--- src/rtl/joystick_adc_reader.sv ---
// Joystick ADC reader: polls a 10-bit SPI ADC (mode 0, 24-clock frames),
// alternating between the X and Y channels, and publishes registered axis
// values. sample_valid pulses together with each new Y value.
// Optional build macro: JOY_ADC_AVG_EN -- 4-sample moving average per axis.
module joystick_adc_reader #(
    parameter int unsigned CLK_DIV    = 25,
    parameter logic [2:0]  X_CH       = 3'd0,
    parameter logic [2:0]  Y_CH       = 3'd1,
    parameter int unsigned GAP_CYCLES = 1000
) (
    input  logic       clk,
    input  logic       rst_n,
    input  logic       en,
    input  logic       adc_miso,
    output logic       adc_cs_n,
    output logic       adc_sclk,
    output logic       adc_mosi,
    output logic [9:0] x_axis_out,
    output logic [9:0] y_axis_out,
    output logic       sample_valid
);

    localparam int unsigned DIV_W = (CLK_DIV > 1) ? $clog2(CLK_DIV) : 1;
    localparam int unsigned GAP_W = (GAP_CYCLES > 1) ? $clog2(GAP_CYCLES) : 1;
    localparam logic [DIV_W-1:0] DIV_LAST = DIV_W'(CLK_DIV - 1);
    localparam logic [GAP_W-1:0] GAP_LAST = GAP_W'(GAP_CYCLES - 1);
    localparam logic [9:0]       CENTRE   = 10'd512;

    typedef enum logic [2:0] {
        S_GAP,
        S_SETUP,
        S_SHIFT,
        S_HOLD,
        S_UPDATE
    } state_t;

    state_t           state_q;
    logic [DIV_W-1:0] div_cnt_q;
    logic [GAP_W-1:0] gap_cnt_q;
    logic [4:0]       bit_cnt_q;    // current SCLK period, 1..24
    logic [9:0]       shift_q;      // result bits captured on edges 15..24
    logic             ch_y_q;       // 0: X frame, 1: Y frame
    logic             cs_n_q;
    logic             sclk_q;
    logic             mosi_q;
    logic [9:0]       x_q;
    logic [9:0]       y_q;
    logic             valid_q;

    logic [2:0]       cur_ch;
    logic [9:0]       x_new_d;
    logic [9:0]       y_new_d;

    assign cur_ch       = ch_y_q ? Y_CH : X_CH;
    assign adc_cs_n     = cs_n_q;
    assign adc_sclk     = sclk_q;
    assign adc_mosi     = mosi_q;
    assign x_axis_out   = x_q;
    assign y_axis_out   = y_q;
    assign sample_valid = valid_q;

    // Command frame: start bit at 8, single-ended at 9, channel at 10..12.
    function automatic logic frame_bit(input logic [4:0] n, input logic [2:0] ch);
        logic b;
        case (n)
            5'd8, 5'd9: b = 1'b1;
            5'd10:      b = ch[2];
            5'd11:      b = ch[1];
            5'd12:      b = ch[0];
            default:    b = 1'b0;
        endcase
        return b;
    endfunction

`ifdef JOY_ADC_AVG_EN
    logic [9:0]  x_hist_q [4];
    logic [9:0]  y_hist_q [4];
    logic [1:0]  x_ptr_q;
    logic [1:0]  y_ptr_q;
    logic [11:0] x_sum;
    logic [11:0] y_sum;

    // Average of the history with the oldest entry replaced by the new result.
    always_comb begin
        x_sum = '0;
        y_sum = '0;
        for (int unsigned i = 0; i < 4; i++) begin
            x_sum = x_sum + ((x_ptr_q == 2'(i)) ? {2'b00, shift_q} : {2'b00, x_hist_q[i]});
            y_sum = y_sum + ((y_ptr_q == 2'(i)) ? {2'b00, shift_q} : {2'b00, y_hist_q[i]});
        end
        x_new_d = x_sum[11:2];
        y_new_d = y_sum[11:2];
    end

    // History rings: overwrite the oldest entry of the axis just converted.
    always_ff @(posedge clk or negedge rst_n) begin
        if (!rst_n) begin
            for (int unsigned i = 0; i < 4; i++) begin
                x_hist_q[i] <= CENTRE;
                y_hist_q[i] <= CENTRE;
            end
            x_ptr_q <= '0;
            y_ptr_q <= '0;
        end else if (state_q == S_UPDATE) begin
            if (ch_y_q) begin
                y_hist_q[y_ptr_q] <= shift_q;
                y_ptr_q           <= y_ptr_q + 2'd1;
            end else begin
                x_hist_q[x_ptr_q] <= shift_q;
                x_ptr_q           <= x_ptr_q + 2'd1;
            end
        end
    end
`else
    // Raw result of the latest frame goes straight to the axis output.
    always_comb begin
        x_new_d = shift_q;
        y_new_d = shift_q;
    end
`endif

    // Frame sequencer with registered SPI pins and axis outputs.
    always_ff @(posedge clk or negedge rst_n) begin
        if (!rst_n) begin
            state_q   <= S_GAP;
            div_cnt_q <= '0;
            gap_cnt_q <= '0;
            bit_cnt_q <= '0;
            shift_q   <= '0;
            ch_y_q    <= 1'b0;
            cs_n_q    <= 1'b1;
            sclk_q    <= 1'b0;
            mosi_q    <= 1'b0;
            x_q       <= CENTRE;
            y_q       <= CENTRE;
            valid_q   <= 1'b0;
        end else begin
            valid_q <= 1'b0;
            case (state_q)
                S_GAP: begin
                    cs_n_q <= 1'b1;
                    sclk_q <= 1'b0;
                    mosi_q <= 1'b0;
                    if (gap_cnt_q == GAP_LAST) begin
                        // Counter stays saturated while en is low.
                        if (en) begin
                            state_q   <= S_SETUP;
                            gap_cnt_q <= '0;
                            div_cnt_q <= '0;
                            bit_cnt_q <= 5'd1;
                            shift_q   <= '0;
                            cs_n_q    <= 1'b0;
                            mosi_q    <= frame_bit(5'd1, cur_ch);
                        end
                    end else begin
                        gap_cnt_q <= gap_cnt_q + 1'b1;
                    end
                end
                S_SETUP: begin
                    if (div_cnt_q == DIV_LAST) begin
                        div_cnt_q <= '0;
                        state_q   <= S_SHIFT;
                    end else begin
                        div_cnt_q <= div_cnt_q + 1'b1;
                    end
                end
                S_SHIFT: begin
                    if (div_cnt_q == DIV_LAST) begin
                        div_cnt_q <= '0;
                        if (!sclk_q) begin
                            sclk_q <= 1'b1;
                            if (bit_cnt_q >= 5'd15) begin
                                shift_q <= {shift_q[8:0], adc_miso};
                            end
                        end else begin
                            sclk_q <= 1'b0;
                            if (bit_cnt_q == 5'd24) begin
                                state_q <= S_HOLD;
                                mosi_q  <= 1'b0;
                            end else begin
                                bit_cnt_q <= bit_cnt_q + 5'd1;
                                mosi_q    <= frame_bit(bit_cnt_q + 5'd1, cur_ch);
                            end
                        end
                    end else begin
                        div_cnt_q <= div_cnt_q + 1'b1;
                    end
                end
                S_HOLD: begin
                    if (div_cnt_q == DIV_LAST) begin
                        div_cnt_q <= '0;
                        cs_n_q    <= 1'b1;
                        state_q   <= S_UPDATE;
                    end else begin
                        div_cnt_q <= div_cnt_q + 1'b1;
                    end
                end
                S_UPDATE: begin
                    if (ch_y_q) begin
                        y_q     <= y_new_d;
                        valid_q <= 1'b1;
                    end else begin
                        x_q <= x_new_d;
                    end
                    ch_y_q    <= ~ch_y_q;
                    gap_cnt_q <= '0;
                    state_q   <= S_GAP;
                end
                default: begin
                    state_q <= S_GAP;
                end
            endcase
        end
    end

endmodule

--- config.mk ---
export PLATFORM = sky130hd
export DESIGN_NAME = joystick_adc_reader
export DESIGN_NICKNAME = d
export VERILOG_FILES = /design/src/rtl/joystick_adc_reader.sv
export SDC_FILE = /design/constraint.sdc
export NUM_CORES = 1
export LEC_CHECK = 0
export ABC_CLOCK_PERIOD_IN_PS = 4800
export CORE_UTILIZATION = 41
export CTS_CLUSTER_DIAMETER = 30
export DETAILED_ROUTE_END_ITERATION = 8
export DONT_BUFFER_PORTS = 1
export GPL_ROUTABILITY_DRIVEN = 0
export GPL_TIMING_DRIVEN = 1
export PLACE_DENSITY = 0.66
export REMOVE_ABC_BUFFERS = 1
export SLEW_MARGIN = 0
export SYNTH_ARGS = -nofsm -noshare
export SYNTH_HDL_FRONTEND = slang
export SYNTH_SLANG_ARGS = --single-unit
export TNS_END_PERCENT = 5
--- constraint.sdc ---
create_clock -name clk -period 4.8 [get_ports clk]
set_input_delay 0.96 -clock clk [delete_from_list [all_inputs] [get_ports clk]]
set_output_delay 0.96 -clock clk [all_outputs]
set_load 0.01 [all_outputs]
==> flow_summary.json <==
{
  "outcome": "finished, final reports clean",
  "startpoint_type": "flop",
  "io_pins": 28,
  "worst-endpoint-required_ns": 5.05,
  "postPlaceCellArea_um2": 2960,
  "htree_levels": 3,
  "syn_inst": 270,
  "post-route-period-util_pct": 56.0,
  "synth.area.top_cells": "dfrtp_1, mux2_2, mux2i_1",
  "finalClockSkew_ns": 0.00913,
  "grt_remaining_overflow": 0,
  "drc_errors": 0,
  "start_util_pct": 42.5,
  "worstPathCellList": "ha_1, nand3_2, or4_4, a221oi_2, mux2i_1",
  "yosysTopAreaCell": "dfrtp_1",
  "fin_nets": 281,
  "cts.repair.resized": 0,
  "synth_seq_cells": 58,
  "netlist.area_leader.share_pct": 47.4,
  "synthTopCellsByCount": "dfrtp_1, nand2_1, mux2_2",
  "dpl.cell_count": 355,
  "setup_viol": 0,
  "fin_setup_tns_ns": 0,
  "final_cell_area_um2": 3160,
  "max_cap_violations": 0,
  "r2r_setup_slack_ns": 2.11,
  "cts_root_buf": "clkbuf_8",
  "antenna_found_initial": 0,
  "tightest_slew_ns": 1.19,
  "rsz0062_at_grt": "no",
  "hold_class": "in2async",
  "yosysSeqAreaShare_pct": 50.1,
  "timing.final.ws_setup_ns": 2.11,
  "grt_pass1_vias": 1945,
  "worst_ep_arrival_time_ns": 2.94,
  "synth_ff_type": "dfrtp_1",
  "die_x_um": 86.2,
  "core-area_um2": 6830,
  "ys_types": 51,
  "wl_per_cell_um": 15.0,
  "fp.dieH_um": 86.2,
  "routed_wl_um": 5570,
  "clock-sinks": 58,
  "cpPeakStageDelay_ns": 0.98,
  "fp-row-count": 30,
  "slew_violations": 0,
  "power.density_nw_per_um2": 296,
  "end_kind": "flop",
  "synth_area_um2": 2900,
  "fmax_mhz": 372,
  "dp_hpwl_um": 3740,
  "dr.pass1.iters": 4,
  "synthArstFlopShare_pct": 100,
  "clk_pin_slew_ns": 0.07,
  "dieArea_um2": 7420,
  "drive_gt1_share_pct": 17.5,
  "cp_slowest_cell": "a221oi_2",
  "final_antenna_net_count": 0,
  "cts-buffers-inserted": 9,
  "avgSynthCellArea_um2": 10.8,
  "yosysWarnings": 0,
  "post_cts_buffers": 0,
  "dp_slack_ns": 1.93,
  "r2r_cells": 5,
  "grt_max_degree": 59,
  "clkLatencyLatePin_ns": 0.33,
  "leakagePower_nw": 1.43,
  "period_minus_slack_ns": 2.69,
  "peakVddDrop_uv": 172,
  "drtIter0Drc": 165,
  "slew_headroom_pct": 20.6,
  "finalHoldViolCount": 0,
  "finalNonFillerCells": 371,
  "worst-path-max-fanout": 10,
  "synth-edff-count": 0,
  "syn_to_final_growth_pct": 8.79,
  "criticalPathCategory": "reg2reg",
  "hold_buffers": 0,
  "dr_total_vias": 1986,
  "portBuffers": 0,
  "yosysMostFrequentCell": "dfrtp_1",
  "cts.path.max_buffers": 2,
  "viasPerCell": 5.35,
  "grt_pass1_wl_um": 9590,
  "cts_tree": "done",
  "gr-usage-all-layers_pct": 16.8,
  "insertedDiodeCount": 0
}
[area by class of cell]
class,count,area [um2]
Inverter,20,75.1
Sequential cell,58,1460
Multi-Input combinational cell,180,1310
Tap cell,96,120
Fill cell,655,3670
Timing Repair Buffer,1,7.51
Clock buffer,11,141
Clock inverter,5,55.1
[state kept, by name, indices dropped and copies added (netlist names)]
register and cells:
shift_q 10, state_q 3, ch_y_q 1, div_cnt_q 5, adc_cs_n 1, y_axis_out 10
x_axis_out 10, sample_valid 1, adc_mosi 1, bit_cnt_q 5, adc_sclk 1, gap_cnt_q 10
[cells by family after synthesis]
group | after synthesis | share of synthesized area [%]
and+or+nand+nor | 84 | 15.5
DFF | 58 | 50.1
AOI/OAI and AO/OA | 48 | 11.7
muxes | 34 | 12.6
buffers and inverters | 32 | 4.95
xor gates and xnor gates | 7 | 2.11
adders and majority gates | 7 | 3.02
[path summary, 6_finish.rpt]
path / startpoint / end
hold / removal: rst_n / state_q[0]$_DFFE_PN0P_
setup reg to reg: gap_cnt_q[0]$_DFFE_PN0P_ / shift_q[6]$_DFFE_PN0P_
max in group asynchronous: rst_n / x_axis_out[9]$_DFFE_PN1P_
hold reg to reg: gap_cnt_q[0]$_DFFE_PN0P_ / gap_cnt_q[0]$_DFFE_PN0P_
setup / recovery: gap_cnt_q[0]$_DFFE_PN0P_ / shift_q[6]$_DFFE_PN0P_
min in group clk: gap_cnt_q[0]$_DFFE_PN0P_ / gap_cnt_q[0]$_DFFE_PN0P_
[worst max-delay path, delay by kind of cell (launching register included)]
family | cells | cell delay (ns)
compound gates | 1 | 0.98
fa+ha+maj | 1 | 0.23
flops | 1 | 0.39
mux | 1 | 0.29
simple gates | 2 | 0.73
[where the power goes]
part | switching (mW) | internal (mW) | total [mW]
Sequential | 0 | 0.489 | 0.489
Clock | 0.193 | 0.252 | 0.445
Combinational | 0.000308 | 0.000274 | 0.000583
[layer usage]
layer  vias up  wire length, um  share of wire (%)  global-route usage (%)
li1        968                -                  -                       -
met3        11              295                5.3                    4.81
met1       962             2640                 47                    23.6
met4         0              125                2.2                    8.03
met5         -                0                  0                       0
met2        45             2510                 45                    23.7
[cell usage in the layout, fill, tap and decap left out, types with 10 or more instances in the layout]
cell type and count:
nor2_1 12, nand3_1 10, mux2_2 20, clkbuf_8 10
o21ai_0 13, inv_1 19, dfrtp_1 55, mux2i_1 14
nand2_1 25
[through the flow]
step | power [mW] | hold WS (ns) | util, %
floorplan | 0.499 | 0.468 | -
global placement | 0.499 | 0.486 | 43.4
detailed placement | 0.499 | 0.502 | 43.4
CTS | 0.947 | 0.300 | 46.2
global route | 0.969 | 0.293 | 46.2
finish | 0.935 | 0.323 | 46.2
No activity file was read; power rests on OpenSTA's default activity.
